===== src/rtl/hulohot_alu_arbiter.sv =====
// rtl/hulohot_alu_arbiter.sv - round-robin arbiter/sequencer sharing one ALU among NUM_REQ requesters
// Optional feature: define ALU_ARB_STATS_EN to add the saturating done_count port.
module hulohot_alu_arbiter #(
    parameter int NUM_REQ = 4
) (
    input  logic                   clk,
    input  logic                   rst_n,
    input  logic [NUM_REQ-1:0]     req_valid,
    output logic [NUM_REQ-1:0]     req_ready,
    input  logic [3*NUM_REQ-1:0]   req_a,
    input  logic [3*NUM_REQ-1:0]   req_b,
    input  logic [2*NUM_REQ-1:0]   req_opcode,
    output logic [2:0]             alu_a,
    output logic [2:0]             alu_b,
    output logic [1:0]             alu_opcode,
    input  logic [3:0]             alu_z,
    output logic                   rsp_valid,
    input  logic                   rsp_ready,
    output logic [3:0]             rsp_data,
    output logic [2:0]             rsp_id,
    output logic                   busy
`ifdef ALU_ARB_STATS_EN
    ,
    output logic [15:0]            done_count
`endif
);

    localparam logic [1:0] ST_IDLE = 2'd0;
    localparam logic [1:0] ST_EXEC = 2'd1;
    localparam logic [1:0] ST_RESP = 2'd2;

    logic [1:0] state_q, state_d;
    logic [2:0] ptr_q, ptr_d;
    logic [2:0] alu_a_q, alu_a_d;
    logic [2:0] alu_b_q, alu_b_d;
    logic [1:0] alu_op_q, alu_op_d;
    logic [3:0] rsp_data_q, rsp_data_d;
    logic [2:0] rsp_id_q, rsp_id_d;
    logic       busy_q, busy_d;

    logic [2*NUM_REQ-1:0] valid_dbl;
    logic [NUM_REQ-1:0]   valid_rot;
    logic                 gnt_found;
    logic [2:0]           gnt_off;
    logic [3:0]           gnt_sum;
    logic [2:0]           gnt_idx;
    logic                 grant;

    // Rotate the valid vector so bit 0 is the requester at ptr; the lowest set bit wins.
    always_comb begin
        valid_dbl = {req_valid, req_valid};
        valid_rot = valid_dbl[ptr_q +: NUM_REQ];
        gnt_found = 1'b0;
        gnt_off   = 3'd0;
        for (int k = NUM_REQ - 1; k >= 0; k--) begin
            if (valid_rot[k]) begin
                gnt_found = 1'b1;
                gnt_off   = 3'(k);
            end
        end
        gnt_sum = 4'(ptr_q) + 4'(gnt_off);
        if (gnt_sum >= 4'(NUM_REQ)) begin
            gnt_sum = gnt_sum - 4'(NUM_REQ);
        end
        gnt_idx = gnt_sum[2:0];
    end

    assign grant     = (state_q == ST_IDLE) && gnt_found;
    assign req_ready = grant ? (NUM_REQ'(1) << gnt_idx) : '0;

    always_comb begin
        state_d    = state_q;
        ptr_d      = ptr_q;
        alu_a_d    = alu_a_q;
        alu_b_d    = alu_b_q;
        alu_op_d   = alu_op_q;
        rsp_data_d = rsp_data_q;
        rsp_id_d   = rsp_id_q;
        case (state_q)
            ST_IDLE: begin
                if (grant) begin
                    alu_a_d  = req_a[3*gnt_idx +: 3];
                    alu_b_d  = req_b[3*gnt_idx +: 3];
                    alu_op_d = req_opcode[2*gnt_idx +: 2];
                    rsp_id_d = gnt_idx;
                    ptr_d    = (gnt_idx == 3'(NUM_REQ - 1)) ? 3'd0 : gnt_idx + 3'd1;
                    state_d  = ST_EXEC;
                end
            end
            ST_EXEC: begin
                rsp_data_d = alu_z;
                state_d    = ST_RESP;
            end
            ST_RESP: begin
                if (rsp_ready) begin
                    state_d = ST_IDLE;
                end
            end
            default: state_d = ST_IDLE;
        endcase
        busy_d = (state_d != ST_IDLE);
    end

    always_ff @(posedge clk or negedge rst_n) begin
        if (!rst_n) begin
            state_q    <= ST_IDLE;
            ptr_q      <= 3'd0;
            alu_a_q    <= 3'd0;
            alu_b_q    <= 3'd0;
            alu_op_q   <= 2'd0;
            rsp_data_q <= 4'd0;
            rsp_id_q   <= 3'd0;
            busy_q     <= 1'b0;
        end else begin
            state_q    <= state_d;
            ptr_q      <= ptr_d;
            alu_a_q    <= alu_a_d;
            alu_b_q    <= alu_b_d;
            alu_op_q   <= alu_op_d;
            rsp_data_q <= rsp_data_d;
            rsp_id_q   <= rsp_id_d;
            busy_q     <= busy_d;
        end
    end

    assign alu_a      = alu_a_q;
    assign alu_b      = alu_b_q;
    assign alu_opcode = alu_op_q;
    assign rsp_valid  = (state_q == ST_RESP);
    assign rsp_data   = rsp_data_q;
    assign rsp_id     = rsp_id_q;
    assign busy       = busy_q;

`ifdef ALU_ARB_STATS_EN
    logic [15:0] done_cnt_q, done_cnt_d;

    always_comb begin
        done_cnt_d = done_cnt_q;
        if ((state_q == ST_RESP) && rsp_ready && (done_cnt_q != 16'hFFFF)) begin
            done_cnt_d = done_cnt_q + 16'd1;
        end
    end

    always_ff @(posedge clk or negedge rst_n) begin
        if (!rst_n) begin
            done_cnt_q <= 16'd0;
        end else begin
            done_cnt_q <= done_cnt_d;
        end
    end

    assign done_count = done_cnt_q;
`endif

endmodule


===== config.mk =====
export PLATFORM = sky130hd
export DESIGN_NAME = hulohot_alu_arbiter
export DESIGN_NICKNAME = d
export VERILOG_FILES = /design/src/rtl/hulohot_alu_arbiter.sv
export SDC_FILE = /design/constraint.sdc
export NUM_CORES = 1
export LEC_CHECK = 0
export ABC_AREA = 0
export CAP_MARGIN = 10
export CORE_MARGIN = 4
export CORE_UTILIZATION = 30
export CTS_BUF_LIST = sky130_fd_sc_hd__clkbuf_4
export CTS_CLUSTER_DIAMETER = 120
export DETAILED_ROUTE_END_ITERATION = 6
export GPL_ROUTABILITY_DRIVEN = 0
export PLACE_DENSITY = 0.64
export SYNTH_ARGS = -nofsm -noshare
export SYNTH_HDL_FRONTEND = slang
export SYNTH_SLANG_ARGS = --single-unit

===== constraint.sdc =====
create_clock -name clk -period 12.8 [get_ports clk]
set_clock_uncertainty 0.05 [all_clocks]
set_input_delay 3.2 -clock clk [delete_from_list [all_inputs] [get_ports clk]]
set_output_delay 3.2 -clock clk [all_outputs]
set_load 0.05 [all_outputs]

# Word level (Yosys, flattened, before mapping)
# Index checks and enable logic that the tools add are counted.
op_classes:
  n_lt_le_gt_ge: 1
  n_addsub: 3
  shifts: 5
  reduce_logical: 4
  n_eq_ne: 3
  muxes: 14
  bitwise: 0
  n_mul: 1
  div: 0
op_table:
  columns: ["op", "n"]
  rows:
  - ["indexed part select 12 x 6 -> 3 bit", 2]
  - ["two-way mux 3 bit", 5]
  - ["indexed part select 8 x 4 -> 4 bit", 1]
  - ["indexed part select 8 x 5 -> 2 bit", 1]
  - ["two-way mux 2 bit", 3]
  - ["one-hot mux 2 bit (3 select lines)", 1]
  - ["multiplier 2 x 3 -> 5 bit, first input constant", 1]
  - ["adder 3 x 3 -> 4 bit", 1]
  - [">= comparator 4 x 3 -> 1 bit, second input constant", 1]
  - ["two-way mux 1 bit", 4]
  - ["two-way mux 4 bit", 1]
  - ["<< shifter 1 x 3 -> 4 bit, first input constant", 1]
  - ["adder 3 x 1 -> 3 bit, second input constant", 1]
  - ["equality test 3 x 2 -> 1 bit, second input constant", 1]
  - ["subtractor 3 bit, second input constant", 1]
  - ["equality test 2 x 1 -> 1 bit, second input constant", 1]
  - ["equality test 2 bit, second input constant", 1]
  - ["zero test 2 bit", 1]
  - ["AND reduction 2 bit", 1]
  - ["nonzero test 2 bit", 1]
  - ["logical AND 1 bit", 1]
totals:
  ram_bits: 0
  inputBits: 43
  mem_bits_ro: 0
  register_bits: 21
  latch_bits: 0
  n_memories: 0

# Depth between registers and ports, before layout
logic_depth:
  word_depth: 10
  mapped_depth: 11

# Least setup slack after synthesis
# No wires, ideal clock.
synth_path:
  path_kind: "input to output"
  start: "input req_valid[0]"
  end: "output req_ready[0]"
  stages: 10
  t_required_ps: 9550
  arrival_time_ps: 5438
  path_buffers: 1
  setup_slack_ps: 4112
  cell_sequence: "nor2b_1 > and3_1 > o21ai_0 > o221ai_1 > ha_1 > fa_1 > clkbuf_1 > inv_1 > ha_1 > and2_1"
synth_via:
  elab_chain_cells: 10
  elab_cells_between_ends: 16
  cone_classes: "add/sub: 2; order compare: 1; shift: 2; mux: 10; reduce/logical: 1"
synth_lines:
  columns: ["item", "line", "text"]
  rows:
  - ["start, declared", "8", "input logic [NUM_REQ-1:0] req_valid,"]
  - ["indexed part select 8 x 4 -> 4 bit *", "52", "valid_rot = valid_dbl[ptr_q +: NUM_REQ];"]
  - ["two-way mux 2 bit", "56", "if (valid_rot[k]) begin"]
  - ["two-way mux 3 bit (2 in series)", "56", null]
  - ["two-way mux 3 bit *", "56", null]
  - ["adder 3 x 3 -> 4 bit *", "61", "gnt_sum = 4'(ptr_q) + 4'(gnt_off);"]
  - [">= comparator 4 x 3 -> 1 bit / subtractor 3 bit (equally long branches)", "62, 63", null]
  - ["two-way mux 3 bit *", "62", "if (gnt_sum >= 4'(NUM_REQ)) begin"]
  - ["via gnt_sum[1]", "45", "logic [3:0] gnt_sum;"]
  - ["<< shifter 1 x 3 -> 4 bit *", "69", "assign req_ready = grant ? (NUM_REQ'(1) << gnt_idx) : '0;"]
  - ["two-way mux 4 bit *", "69", null]
  - ["end, declared", "9", "output logic [NUM_REQ-1:0] req_ready,"]
# The timed path passes the listed nets; every way through them passes the cells marked *.

# Final worst setup path
layout_path:
  start: "input req_valid[0]"
  end: "output req_ready[3]"
# The elaborated chain is that of the path after synthesis.

==> impl_metrics.csv <==
group,metric,value,unit
run_status,outcome,"finished, final reports clean",
global_route,grt_pass1_wl,6170,um
synthesis,synth_edf_count,0,
clock_tree,post_cts_resized,0,
critical_path,cp.arrival,6.83,ns
synthesis,ys_warn_count,0,
global_route,grt_usage,0.143,
sta,period_share,0.787,
synthesis,yosys_register_bits,21,
power,total_power,0.605,mW
route,num_vias,1181,
cells_and_area,final_nets,239,
critical_path,crit_type,"primary input to primary output",
global_route,gr-total-overflow,0,
clock_tree,clock-root-buffer,"clkbuf_4",
clock_tree,clkTransAtPathRegs,0.12,ns
route,via_per_inst,4.92,
synthesis,synth_compound_area_frac,0.148,
floorplanning,die_area,5590,um2
power,ir_drop,0.152,mV
clock_tree,cts.sinks,21,
clock_tree,cts_setup_buffers,0,
hold_path,hold_depth,2,
floorplanning,core_area,4320,um2
synthesis,synthXorXnorAreaFrac,0,
sta,setup_viol,0,
synthesis,synth_commonest_cells,"22 x nand2_1, 21 x dfrtp_1, 12 x o21ai_0, 8 x inv_1, 8 x mux4_2",
synthesis,synth_top_area_share,0.393,
synthesis,synth.most_common_cell,"nand2_1",
clock_tree,clock_path_buffers,2,
synthesis,synth_top_family_by_area,"multiplexers",
global_route,grt_max_degree,27,
synthesis,netlist_area,1340,um2
sta,slew_headroom,0.365,
synthesis,synth_fp_nets,177,
critical_path,cp.required,9.55,ns
sta,rsz0062_at_grt,"false",
sta,max_freq,0.0992,GHz
cells_and_area,postLayoutCoreUtil,0.468,
placed_design,dp_hpwl,3070,um
hold_path,hold_path.class,"flop to flop",
synthesis,muxShareOfSynthArea,0.176,
synthesis,synth.area.top_cells,"dfrtp_1 39%, mux4_2 13%, nand2_1 6.2%",
synthesis,synth_cells,127,
cells_and_area,design_area,2020,um2
clock_tree,clkLatencyLatePin,0.30,ns
cells_and_area,fillerInstances,430,
clock_tree,numCtsBuffers,3,
clock_tree,htree_levels,1,
route,wl,3820,um
critical_path,endpoint_kind,"primary output",
global_route,grt_pass1_vias,1251,
synthesis,synthDistinctLibCells,35,
cells_and_area,diodes,0,
cells_and_area,layout-drive-gt1-share,0.0957,
cells_and_area,syn2layout_area_growth,51.4,%
route,first_pass_iters,4,
floorplanning,core.rowCount,24,
synthesis,synth-simple-area-share,0.160,
sta,tightestPinTransition,0.949,ns
floorplanning,start_util,0.309,
global_route,antenna_found_initial,0,
power,power.density,299,nW/um2
clock_tree,cts_tree,"done",
synthesis,synth-async-reset-ratio,1.00,
floorplanning,die_w,74.7,um
route,drt_iter0_markers,53,
flow_run,max-cap-violations,0,
sta,finalHoldViolCount,0,
route,drc,0,
sta,final.min_clock_period,10.08,ns
sta,drv_slew,0,
synthesis,synth_ff_type,"dfrtp_1",
clock_tree,cts_hold_buf,0,
critical_path,r2r_cells,9,
critical_path,cp_max_fo,11,
synthesis,synth_fa_ha_area_frac,0.0712,
route,wl_per_cell,15.9,um
floorplanning,io-pin-count,64,
critical_path,cp-start-kind,"primary input",
synthesis,synth_top_cell_by_area,"dfrtp_1",
placed_design,place_area,1990,um2
floorplanning,die_h,74.7,um
sta,final.setup.tns,0,ns
power,leakagePower,0.857,nW
synthesis,avgSynthCellArea,10.5,um2
route,antenna_left,0,
placed_design,portBuffers,63,
synthesis,yosysSeqAreaShare,0.393,
## flip-flops by register name (all words and copies together), names as in the netlist
name        cells
alu_b           3
rsp_data        4
ptr_q           3
rsp_id          3
state_q         2
busy            1
alu_opcode      2
alu_a           3
## path summary, 6_finish.rpt
check / startpoint / endpoint / slack (ns)
min in group asynchronous: rst_n / state_q[1]$_DFF_PN0_ / 3.36
setup / recovery: req_valid[0] / req_ready[3] / 2.72
setup reg to reg: ptr_q[0]$_DFFE_PN0P_ / ptr_q[0]$_DFFE_PN0P_ / 9.67
hold / removal: alu_b[1]$_DFFE_PN0P_ / alu_b[1]$_DFFE_PN0P_ / 0.46
max in group asynchronous: rst_n / rsp_data[1]$_DFFE_PN0N_ / 8.77
hold reg to reg: alu_b[1]$_DFFE_PN0P_ / alu_b[1]$_DFFE_PN0P_ / 0.46
## cells by family (layout without fill, tap and decap cells)
group,after synthesis,in the layout
compound gates,29,29
flops,21,21
simple gates,43,43
mux,13,13
fa+ha+maj,7,7
buf+inv,14,75
## per-stage QoR
stage / worst slack, ns / hold slack (ns) / instances
final: 2.72 / 0.456 / 240
after global routing: 2.55 / 0.487 / 240
after CTS: 2.82 / 0.461 / 240
after detailed placement: 2.85 / 0.435 / 236
after global placement: 2.92 / 0.416 / 236
after floorplan: 4.11 / 0.491 / 127
## per-layer routing
metal | global-route usage | vias to the layer above | routed length (um)
met5 | 0 | - | 0
met4 | 0.0415 | 0 | 48
met3 | 0.0200 | 5 | 206
met2 | 0.227 | 38 | 1890
met1 | 0.203 | 563 | 1670
li1 | - | 575 | -
## report_power, final
part / leakage [nW] / switching (mW) / internal [mW]
sequential: 0.256 / 0.0232 / 0.0985
combinational: 0.583 / 0.265 / 0.183
clock: 0.0184 / 0.0206 / 0.0143
## final cells by class
| type | instances | area (um2) | area share |
|---|---|---|---|
| Sequential cell | 21 | 526 | 0.260 |
| Timing Repair Buffer | 63 | 631 | 0.312 |
| Inverter | 8 | 30.0 | 0.0148 |
| Clock buffer | 4 | 30.0 | 0.0148 |
| Tap cell | 52 | 65.1 | 0.0322 |
| Multi-Input combinational cell | 92 | 742 | 0.367 |
## worst max-delay path: stages
cell and delay, ns:
clkdlybuf4s50_1 0.45, nor2b_1 0.18, and3_1 0.20, o21ai_0 0.22, o221ai_1 0.19, ha_1 0.25
fa_1 0.85, ha_1 0.32, and2_1 0.15, clkdlybuf4s50_1 0.80
## layout by cell type (no fill, tap or decap), drive strengths merged
master | netlist | layout
o221ai | 2 | 2
clkdlybuf4s50 | 0 | 63
a21o | 1 | 1
nand4b | 1 | 1
o31ai | 1 | 1
o22ai | 1 | 1
a21boi | 1 | 1
a2111o | 1 | 1
a211o | 1 | 1
dfrtp | 21 | 21
nand3b | 1 | 1
nor2 | 3 | 3
and2 | 4 | 4
clkbuf | 3 | 4
mux4 | 8 | 8
nor3b | 1 | 1
fa | 1 | 1
o21ai | 17 | 17
nand2 | 22 | 22
ha | 6 | 6
a31oi | 1 | 1
or3 | 1 | 1
nor2b | 3 | 3
mux2 | 4 | 4
and3 | 1 | 1
mux2i | 1 | 1
inv | 8 | 8
nand2b | 3 | 3
nor4 | 1 | 1
o211ai | 2 | 2
nand3 | 2 | 2
a211oi | 1 | 1
(Power assumes the default switching activity.)
